[config.mk]
export PLATFORM = sky130hd
export DESIGN_NAME = arbiter_rr_param
export DESIGN_NICKNAME = d
export VERILOG_FILES = /design/src/rtl/arbiter_rr_param.sv
export SDC_FILE = /design/constraint.sdc
export NUM_CORES = 1
export LEC_CHECK = 0
export ABC_AREA = 1
export BUFFER_PORTS_ARGS = -buffer_cell sky130_fd_sc_hd__buf_2
export CAP_MARGIN = 25
export CORE_UTILIZATION = 39
export DETAILED_ROUTE_END_ITERATION = 16
export MAX_ROUTING_LAYER = met4
export SLEW_MARGIN = 40
export SYNTH_ARGS = -nofsm -noshare
export SYNTH_HDL_FRONTEND = slang
export SYNTH_SLANG_ARGS = --single-unit
export TNS_END_PERCENT = 5
[constraint.sdc]
create_clock -name clk -period 2.8 [get_ports clk]
set_clock_uncertainty 0.05 [all_clocks]
set_input_delay 0.14 -clock clk [delete_from_list [all_inputs] [get_ports clk]]
set_output_delay 0.14 -clock clk [all_outputs]
set_load 0.005 [all_outputs]
[src/rtl/arbiter_rr_param.sv]
// -----------------------------------------------------------------------------
// arbiter_rr_param
//
// Purpose:
//   N-requester arbiter with registered, locked grants. A run-time mode input
//   selects fixed priority (bit 0 highest) or round-robin starting at a
//   rotating pointer. Once granted, a requester keeps the resource for as long
//   as its request stays high. In round-robin mode an optional hold limit
//   forces rotation when other requesters are waiting. `grant` is intended to
//   drive the select of the shared-resource mux.
//
// Handshake:
//   Requests are level-sensitive. A requester holds its request bit high to
//   ask for and to keep the resource, and drops it to release. Every decision
//   uses request/mode sampled at a rising edge and appears on the outputs
//   right after that edge. There is no separate ready/valid pair.
//
// Parameters:
//   N         number of requesters (N >= 2)
//   IDW       width of grant_id, $clog2(N)
//   MAX_HOLD  grant cycles before round-robin preemption; 0 disables it
//
// Ports:
//   clk          system clock, all state updates on the rising edge
//   rst          synchronous active-high reset
//   request[N]   request vector, bit i = requester i wants the resource
//   mode         0 = fixed priority, 1 = round-robin
//   grant[N]     registered one-hot grant, or all zero
//   grant_id     binary index of the current owner, 0 when idle
//   grant_valid  high whenever any grant bit is set
// -----------------------------------------------------------------------------
module arbiter_rr_param #(
   parameter int N        = 4,
   parameter int IDW      = $clog2(N),
   parameter int MAX_HOLD = 4
) (
   input  logic           clk,
   input  logic           rst,
   input  logic [N-1:0]   request,
   input  logic           mode,
   output logic [N-1:0]   grant,
   output logic [IDW-1:0] grant_id,
   output logic           grant_valid
);

   // The hold counter has to reach MAX_HOLD-1; keep at least one bit so the
   // counter exists even when preemption is disabled.
   localparam int HCW = (MAX_HOLD > 2) ? $clog2(MAX_HOLD) : 1;

   // Saturation value of the hold counter. With preemption disabled the
   // counter simply stays at zero.
   localparam logic [HCW-1:0] HOLD_MAX   = (MAX_HOLD > 0) ? HCW'(MAX_HOLD - 1) : '0;
   localparam logic           PREEMPT_EN = (MAX_HOLD != 0);

   typedef enum logic {
      ST_IDLE  = 1'b0,
      ST_GRANT = 1'b1
   } state_t;

   state_t         state_q, state_d;
   logic [IDW-1:0] owner_q, owner_d;
   logic [IDW-1:0] ptr_q,   ptr_d;
   logic [HCW-1:0] hold_q,  hold_d;
   logic [N-1:0]   grant_q, grant_d;

   // Result of one arbitration: {found, index}.
   logic [IDW:0]   pick_all;
   logic [IDW:0]   pick_oth;

   // ---------------------------------------------------------------------------
   // arb_pick: first set bit of vec in scan order. In fixed mode the scan starts
   // at index 0; in round-robin mode it starts at `start` and wraps. The loop
   // walks the scan order backwards so that the earliest candidate is the last
   // one written and therefore wins.
   // ---------------------------------------------------------------------------
   function automatic logic [IDW:0] arb_pick(
      input logic [N-1:0]   vec,
      input logic           rr,
      input logic [IDW-1:0] start
   );
      logic [IDW:0]   res;
      logic [IDW-1:0] jj;
      int             base;
      int             j;
      res  = '0;
      base = rr ? int'(start) : 0;
      for (int i = N - 1; i >= 0; i--) begin
         j = base + i;
         if (j >= N) begin
            j = j - N;
         end
         jj = IDW'(j);
         if (vec[jj]) begin
            res = {1'b1, jj};
         end
      end
      return res;
   endfunction

   // Next round-robin start index after granting `w`: (w + 1) mod N.
   function automatic logic [IDW-1:0] next_ptr(input logic [IDW-1:0] w);
      logic [IDW-1:0] r;
      if (int'(w) == N - 1) begin
         r = '0;
      end else begin
         r = w + IDW'(1);
      end
      return r;
   endfunction

   // One-hot expansion of an owner index.
   function automatic logic [N-1:0] to_onehot(input logic [IDW-1:0] idx);
      logic [N-1:0] v;
      v      = '0;
      v[idx] = 1'b1;
      return v;
   endfunction

   // ---------------------------------------------------------------------------
   // Next-state logic
   // ---------------------------------------------------------------------------
   always_comb begin
      state_d = state_q;
      owner_d = owner_q;
      ptr_d   = ptr_q;
      hold_d  = hold_q;
      grant_d = grant_q;

      // Full arbitration is used for a fresh grant or a release; the masked
      // one excludes the current owner and is only used for preemption.
      pick_all = arb_pick(request, mode, ptr_q);
      pick_oth = arb_pick(request & ~grant_q, mode, ptr_q);

      case (state_q)
         ST_IDLE: begin
            if (pick_all[IDW]) begin
               state_d = ST_GRANT;
               owner_d = pick_all[IDW-1:0];
               grant_d = to_onehot(pick_all[IDW-1:0]);
               ptr_d   = next_ptr(pick_all[IDW-1:0]);
               hold_d  = '0;
            end
         end

         ST_GRANT: begin
            if (!request[owner_q]) begin
               // Owner released: hand over in the same edge, no idle bubble.
               if (pick_all[IDW]) begin
                  owner_d = pick_all[IDW-1:0];
                  grant_d = to_onehot(pick_all[IDW-1:0]);
                  ptr_d   = next_ptr(pick_all[IDW-1:0]);
                  hold_d  = '0;
               end else begin
                  state_d = ST_IDLE;
                  owner_d = '0;
                  grant_d = '0;
                  hold_d  = '0;
               end
            end else if (mode && PREEMPT_EN && (hold_q == HOLD_MAX) && pick_oth[IDW]) begin
               // Owner has used up its slot and someone else is waiting.
               owner_d = pick_oth[IDW-1:0];
               grant_d = to_onehot(pick_oth[IDW-1:0]);
               ptr_d   = next_ptr(pick_oth[IDW-1:0]);
               hold_d  = '0;
            end else if (hold_q != HOLD_MAX) begin
               hold_d = hold_q + HCW'(1);
            end
         end

         default: begin
            state_d = ST_IDLE;
            owner_d = '0;
            grant_d = '0;
            hold_d  = '0;
         end
      endcase
   end

   // ---------------------------------------------------------------------------
   // State registers
   // ---------------------------------------------------------------------------
   always_ff @(posedge clk) begin
      if (rst) begin
         state_q <= ST_IDLE;
         owner_q <= '0;
         ptr_q   <= '0;
         hold_q  <= '0;
         grant_q <= '0;
      end else begin
         state_q <= state_d;
         owner_q <= owner_d;
         ptr_q   <= ptr_d;
         hold_q  <= hold_d;
         grant_q <= grant_d;
      end
   end

   // owner_q is forced to zero whenever the arbiter goes idle, so it doubles
   // as grant_id.
   assign grant       = grant_q;
   assign grant_id    = owner_q;
   assign grant_valid = |grant_q;

endmodule

## Word-level counts from Yosys, hierarchy flattened

Cells that the tools add are included.

- Register bits: 11
- Bits in latches: 0
- Memory bits (writable): 0
- Bits in read-only memories: 0
- Input port bits: 7
- Memories kept: 0

- Add/subtract/negate cells: 10
- $mul: 0
- Div/mod/pow operators: 0
- Order comparisons: 13
- Eq/ne operators: 7
- Shift operators: 0
- Mux-type cells: 59
- Bitwise logic cells: 3
- Reduce and logical (&&, ||, !) cells: 7

Operator list:

| kind | count |
|---|---|
| 2-to-1 mux 2 bit | 18 |
| 2-to-1 mux 3 bit | 8 |
| < comparator 2 x 3 -> 1 bit, second input constant | 7 |
| binary-select mux 1 bit (select 2 bit) | 9 |
| 2-to-1 mux 4 bit | 4 |
| 2-to-1 mux 1 bit | 13 |
| case mux 2 bit (2 select lines) | 3 |
| >= comparator 3 bit, second input constant | 3 |
| case mux 4 bit (2 select lines) | 1 |
| subtractor 2 x 1 -> 2 bit, second input constant | 4 |
| adder 2 x 1 -> 2 bit, second input constant | 3 |
| adder 2 x 2 -> 3 bit, second input constant | 2 |
| bitwise AND 4 bit | 1 |
| demux 1 bit (select 2 bit) | 2 |
| equality test 2 x 1 -> 1 bit, second input constant | 2 |
| >= comparator 2 x 1 -> 1 bit, second input constant | 2 |
| logical AND 1 bit | 4 |
| inequality test 2 bit, second input constant | 2 |
| inequality test 4 x 2 -> 1 bit, second input constant | 1 |
| NOT 4 bit | 1 |
| AND reduction 2 bit | 2 |
| OR reduction 4 bit | 1 |
| adder 2 x 1 -> 3 bit, second input constant | 1 |
| >= comparator 2 x 3 -> 1 bit, second input constant | 1 |
| other kinds (4) | 4 |

## Longest topological paths before layout

- Depth after elaboration: 17
- Mapped depth: 18

## Least setup slack after synthesis

No wires, ideal clock.

- Kind: reg-to-reg
- Start point: reg ptr_q[0]
- End point: reg ptr_q[1]
- Library setup time: 120 ps
- Arrival: 1899 ps
- Required time: 2630 ps
- Path slack: 730 ps
- Stages on the path, launching flop included: 14
- Period minus slack after synthesis: 2070 ps
- Cell sequence: dfxtp_1 -> nand2_2 -> buf_6 -> nand2_1 -> nand2_1 -> nand2_1 -> inv_1 -> a21boi_0 -> nand2_1 -> inv_1 -> ha_1 -> or2_2 -> o21ai_0 -> nor3_1

- Cells in the longest elaborated chain, start to end: 15

RTL lines:

| what | RTL line | text |
|---|---|---|
| start: declaration | 62 | `logic [IDW-1:0] ptr_q, ptr_d;` |
| start signal: assignment | 192 | `ptr_q <= ptr_d;` |
| 2-to-1 mux 2 bit (*) | 86 | `base = rr ? int'(start) : 0;` |
| adder 2 x 2 -> 3 bit | 88 | `j = base + i;` |
| >= comparator 3 bit / subtractor 2 x 1 -> 2 bit (equally long branches) | 89, 90 |  |
| 2-to-1 mux 2 bit | 89 | `if (j >= N) begin` |
| binary-select mux 1 bit (select 2 bit) | 93 | `if (vec[jj]) begin` |
| 2-to-1 mux 1 bit (not written as such) | 93 |  |
| 2-to-1 mux 3 bit (4 in a row) | 93 |  |
| adder 2 x 1 -> 2 bit / equality test 2 x 1 -> 1 bit (equally long branches) | 106, 103 |  |
| 2-to-1 mux 2 bit | 103 | `if (int'(w) == N - 1) begin` |
| 2-to-1 mux 2 bit, on equally long branches | 136, 148, 159 |  |
| 2-to-1 mux 2 bit | 146 | `if (!request[owner_q]) begin` |
| case mux 2 bit (2 select lines) | 134 | `case (state_q)` |

Every way passes the cells marked *; elsewhere a longest branch is shown, timed or not. The select of a mux whose other input is x is not followed.
A chain may end at the register's enable or synchronous reset.

## Worst setup path after layout

Ends and elaborated chain as after synthesis.

==> impl_metrics.py <==
metrics = {
    "cts": {
        "clk_pin_slew_ps": 70,
        "insertion_delay_ps": 270,
        "cts_hold_buf": 0,
        "cts_buffer_depth": 2,
        "cts-resized-gates": 0,
        "cts_buffers": 3,
        "post_cts_buffers": 0,
        "cts_tree": "yes",
        "cts_htree_levels": 1,
        "root_buffer": "clkbuf_4",
        "cts_sinks": 11,
    },
    "floorplanning": {
        "dieArea_mm2": 0.003402,
        "core_area_mm2": 0.003028,
        "die_w_um": 58.33,
        "ios": 14,
        "rows": 20,
        "initial_core_util": 0.4087,
        "die_y_um": 58.33,
    },
    "worst_setup_path": {
        "slowest_stage": "dfxtp_1",
        "cpMostUsedCell": "nand2_1",
        "regToRegStartpoint": "ptr_q[0]",
        "crit_path_start_kind": "flip-flop",
        "cp.required_ps": 2910,
        "r2r_end": "ptr_q[1]",
        "crit_chain": "nand2_2, clkinv_2, nand2_1, nand2_1, nand2_1, inv_1, a21boi_0, nand2_1, inv_1, ha_1, or2_2, o21ai_0, nor3_1",
        "cp-startpoint": "ptr_q[0]",
        "path_max_fanout": 16,
        "critical_path_class": "flip-flop to flip-flop",
        "max_stage_delay_ps": 330,
        "worstPathArrival_ps": 2560,
        "critical_path.endpoint_type": "flip-flop",
        "r2r_cells": 13,
        "ff2ff_setup_slack_ps": 360,
    },
    "placement": {
        "gp_congestion": 0.8959,
        "placedCellCount": 274,
        "portBuffers": 13,
        "place_ws_ps": 376.4,
        "place_area_mm2": 0.001331,
        "place_hpwl_um": 2441,
    },
    "outcome": {
        "status": "completed",
    },
    "route": {
        "drcViolationCount": 0,
        "wirelength_um": 2892,
        "first_iter_violations": 53,
        "drtPass1Iterations": 4,
        "ant_nets": 0,
        "vias": 1274,
        "wl_per_cell_um": 10.40,
        "viasPerCell": 4.583,
    },
    "yosys": {
        "syn_inst": 220,
        "synth_area_mm2": 0.001237,
        "ys_ff_latch": 11,
        "yosysUniqueCellTypes": 24,
        "syn-num-nets": 236,
        "yosysWarningCount": 0,
        "avgSynthCellArea_um2": 5.625,
        "ys_seq_area_frac": 0.1780,
    },
    "worst_hold_path": {
        "holdPathStages": 2,
        "min-delay-start": "rst",
        "worstHoldEndpoint": "state_q",
        "hp-class": "primary input to flip-flop",
    },
    "layout": {
        "seqCellArea_um2": 220.2,
        "multiInputGateArea_um2": 832.0,
        "design_area_mm2": 0.001358,
        "fillers": 347,
        "antenna_cells": 0,
        "fin_nets": 251,
        "fin_cells": 278,
        "syn_to_final_growth_pct": 9.707,
        "drive_above_1_share": 0.1709,
    },
    "timing": {
        "period_needed_ps": 2441,
        "setup-tns-final_ps": 0,
        "slew_viol_final": 0,
        "fmax_ghz": 0.4097,
        "fin_crit_sh": 0.8717,
        "hold_violations": 0,
        "tightestPinTransition_ps": 306.4,
        "setup_viol": 0,
        "setup_slack_ps": 359.1,
        "slew_headroom": 0.7950,
        "rsz0062_at_grt": "false",
    },
    "run": {
        "drv_cap": 0,
    },
    "pwr": {
        "power_density_mw_per_mm2": 957.1,
        "p_leak_uw": 0.0008309,
        "ir_drop_mv": 0.4379,
    },
    "grt": {
        "antenna_found_initial": 0,
        "grt_overflow": 0,
        "track_usage": 0.1993,
        "grt_pass1_wl_um": 5099,
        "grt_pass1_vias": 1151,
        "grt_start_max_net_pins": 17,
    },
}
==> cells in the mapped netlist, drive strengths merged <==
master  count  area [um2]
or2         1       6.260
o21bai      1       7.510
a21oi      11       55.05
o211ai      1       7.510
buf         2       22.52
inv        41       153.9
nor3        1       5.000
nand2      85       351.6
clkinv      1       5.000
nor3b       1       7.510
ha          9       112.6
nand3      21       120.1
nand4       2       12.51
dfxtp      11       220.2
o21ai       7       35.03
clkbuf      1       3.750
nor2       23       103.9
a21boi      1       7.510
==> power breakdown <==
part	switching, uW	internal [uW]
clock	54.6	55.2
combinational	594	321
sequential	55.5	219
total	704	596
==> per-stage QoR <==
stage | util | hold slack, ps | total power, uW
2_1_floorplan | - | 381.3 | 990.4
3_3_place_gp | 0.4397 | 387.5 | 1201
3_5_place_dp | 0.4397 | 384.1 | 1195
4_1_cts | 0.4483 | 93.40 | 1311
5_1_grt | 0.4483 | 85.53 | 1486
6_report | 0.4483 | 91.53 | 1299
==> layout by cell type (no fill, tap or decap) <==
| cell type | synthesis | layout |
|---|---|---|
| o211ai_1 | 1 | 1 |
| clkbuf_1 | 1 | 1 |
| o21ai_1 | 4 | 4 |
| nand2_1 | 72 | 72 |
| inv_1 | 38 | 38 |
| buf_2 | 0 | 13 |
| nor3_1 | 1 | 1 |
| nand2_2 | 13 | 13 |
| ha_1 | 9 | 9 |
| or2_2 | 1 | 1 |
| dfxtp_1 | 11 | 11 |
| inv_2 | 3 | 3 |
| a21oi_1 | 11 | 11 |
| o21bai_1 | 1 | 1 |
| nand3_2 | 3 | 3 |
| nand3_1 | 18 | 18 |
| nor2_2 | 1 | 1 |
| nor3b_1 | 1 | 1 |
| clkinv_2 | 1 | 1 |
| o21ai_0 | 3 | 3 |
| clkbuf_4 | 0 | 3 |
| nor2_1 | 20 | 20 |
| nor2_4 | 2 | 2 |
| a21boi_0 | 1 | 1 |
| nand4_1 | 2 | 2 |
==> registers in the layout, indices dropped and copies added (netlist names) <==
| name | cells |
|---|---|
| ptr_q | 2 |
| state_q | 1 |
| grant_id | 2 |
| hold_q | 2 |
| grant | 4 |
==> metal layers <==
layer	GRT usage	routed length [um]
met5	-	0
met3	0.01538	46
met4	0.07143	43
met2	0.3071	1252
met1	0.2747	1548
==> how the worst max path moves through the flow <==
stage,end,depth (start not counted),slack (ps)
floorplan,ptr_q[1],13,730
global placement,ptr_q[1],13,430
detailed placement,ptr_q[1],13,380
CTS,ptr_q[1],13,360
global route,ptr_q[1],13,90
finish,ptr_q[1],13,360
==> kinds of logic after synthesis <==
kind of cell	share of synthesized area
simple gates	0.4904
compound gates	0.09100
fa+ha+maj	0.09100
buf+inv	0.1496
flops	0.1780
==> layout make-up <==
cell class              count  share of cell area
flip-flops and latches     11              0.1622
inverters                  42              0.1171
multi-input cells         164              0.6129
well taps                  44             0.04055
repair buffers             13             0.04793
clock buffers               4             0.01935
==> critical path: cells and delay by family, from the launching register on <==
kind	cells	cell delay (ps)
fa+ha+maj	1	220
simple gates	7	1020
compound gates	2	360
flops	1	330
buf+inv	3	340
(Power assumes the default switching activity.)
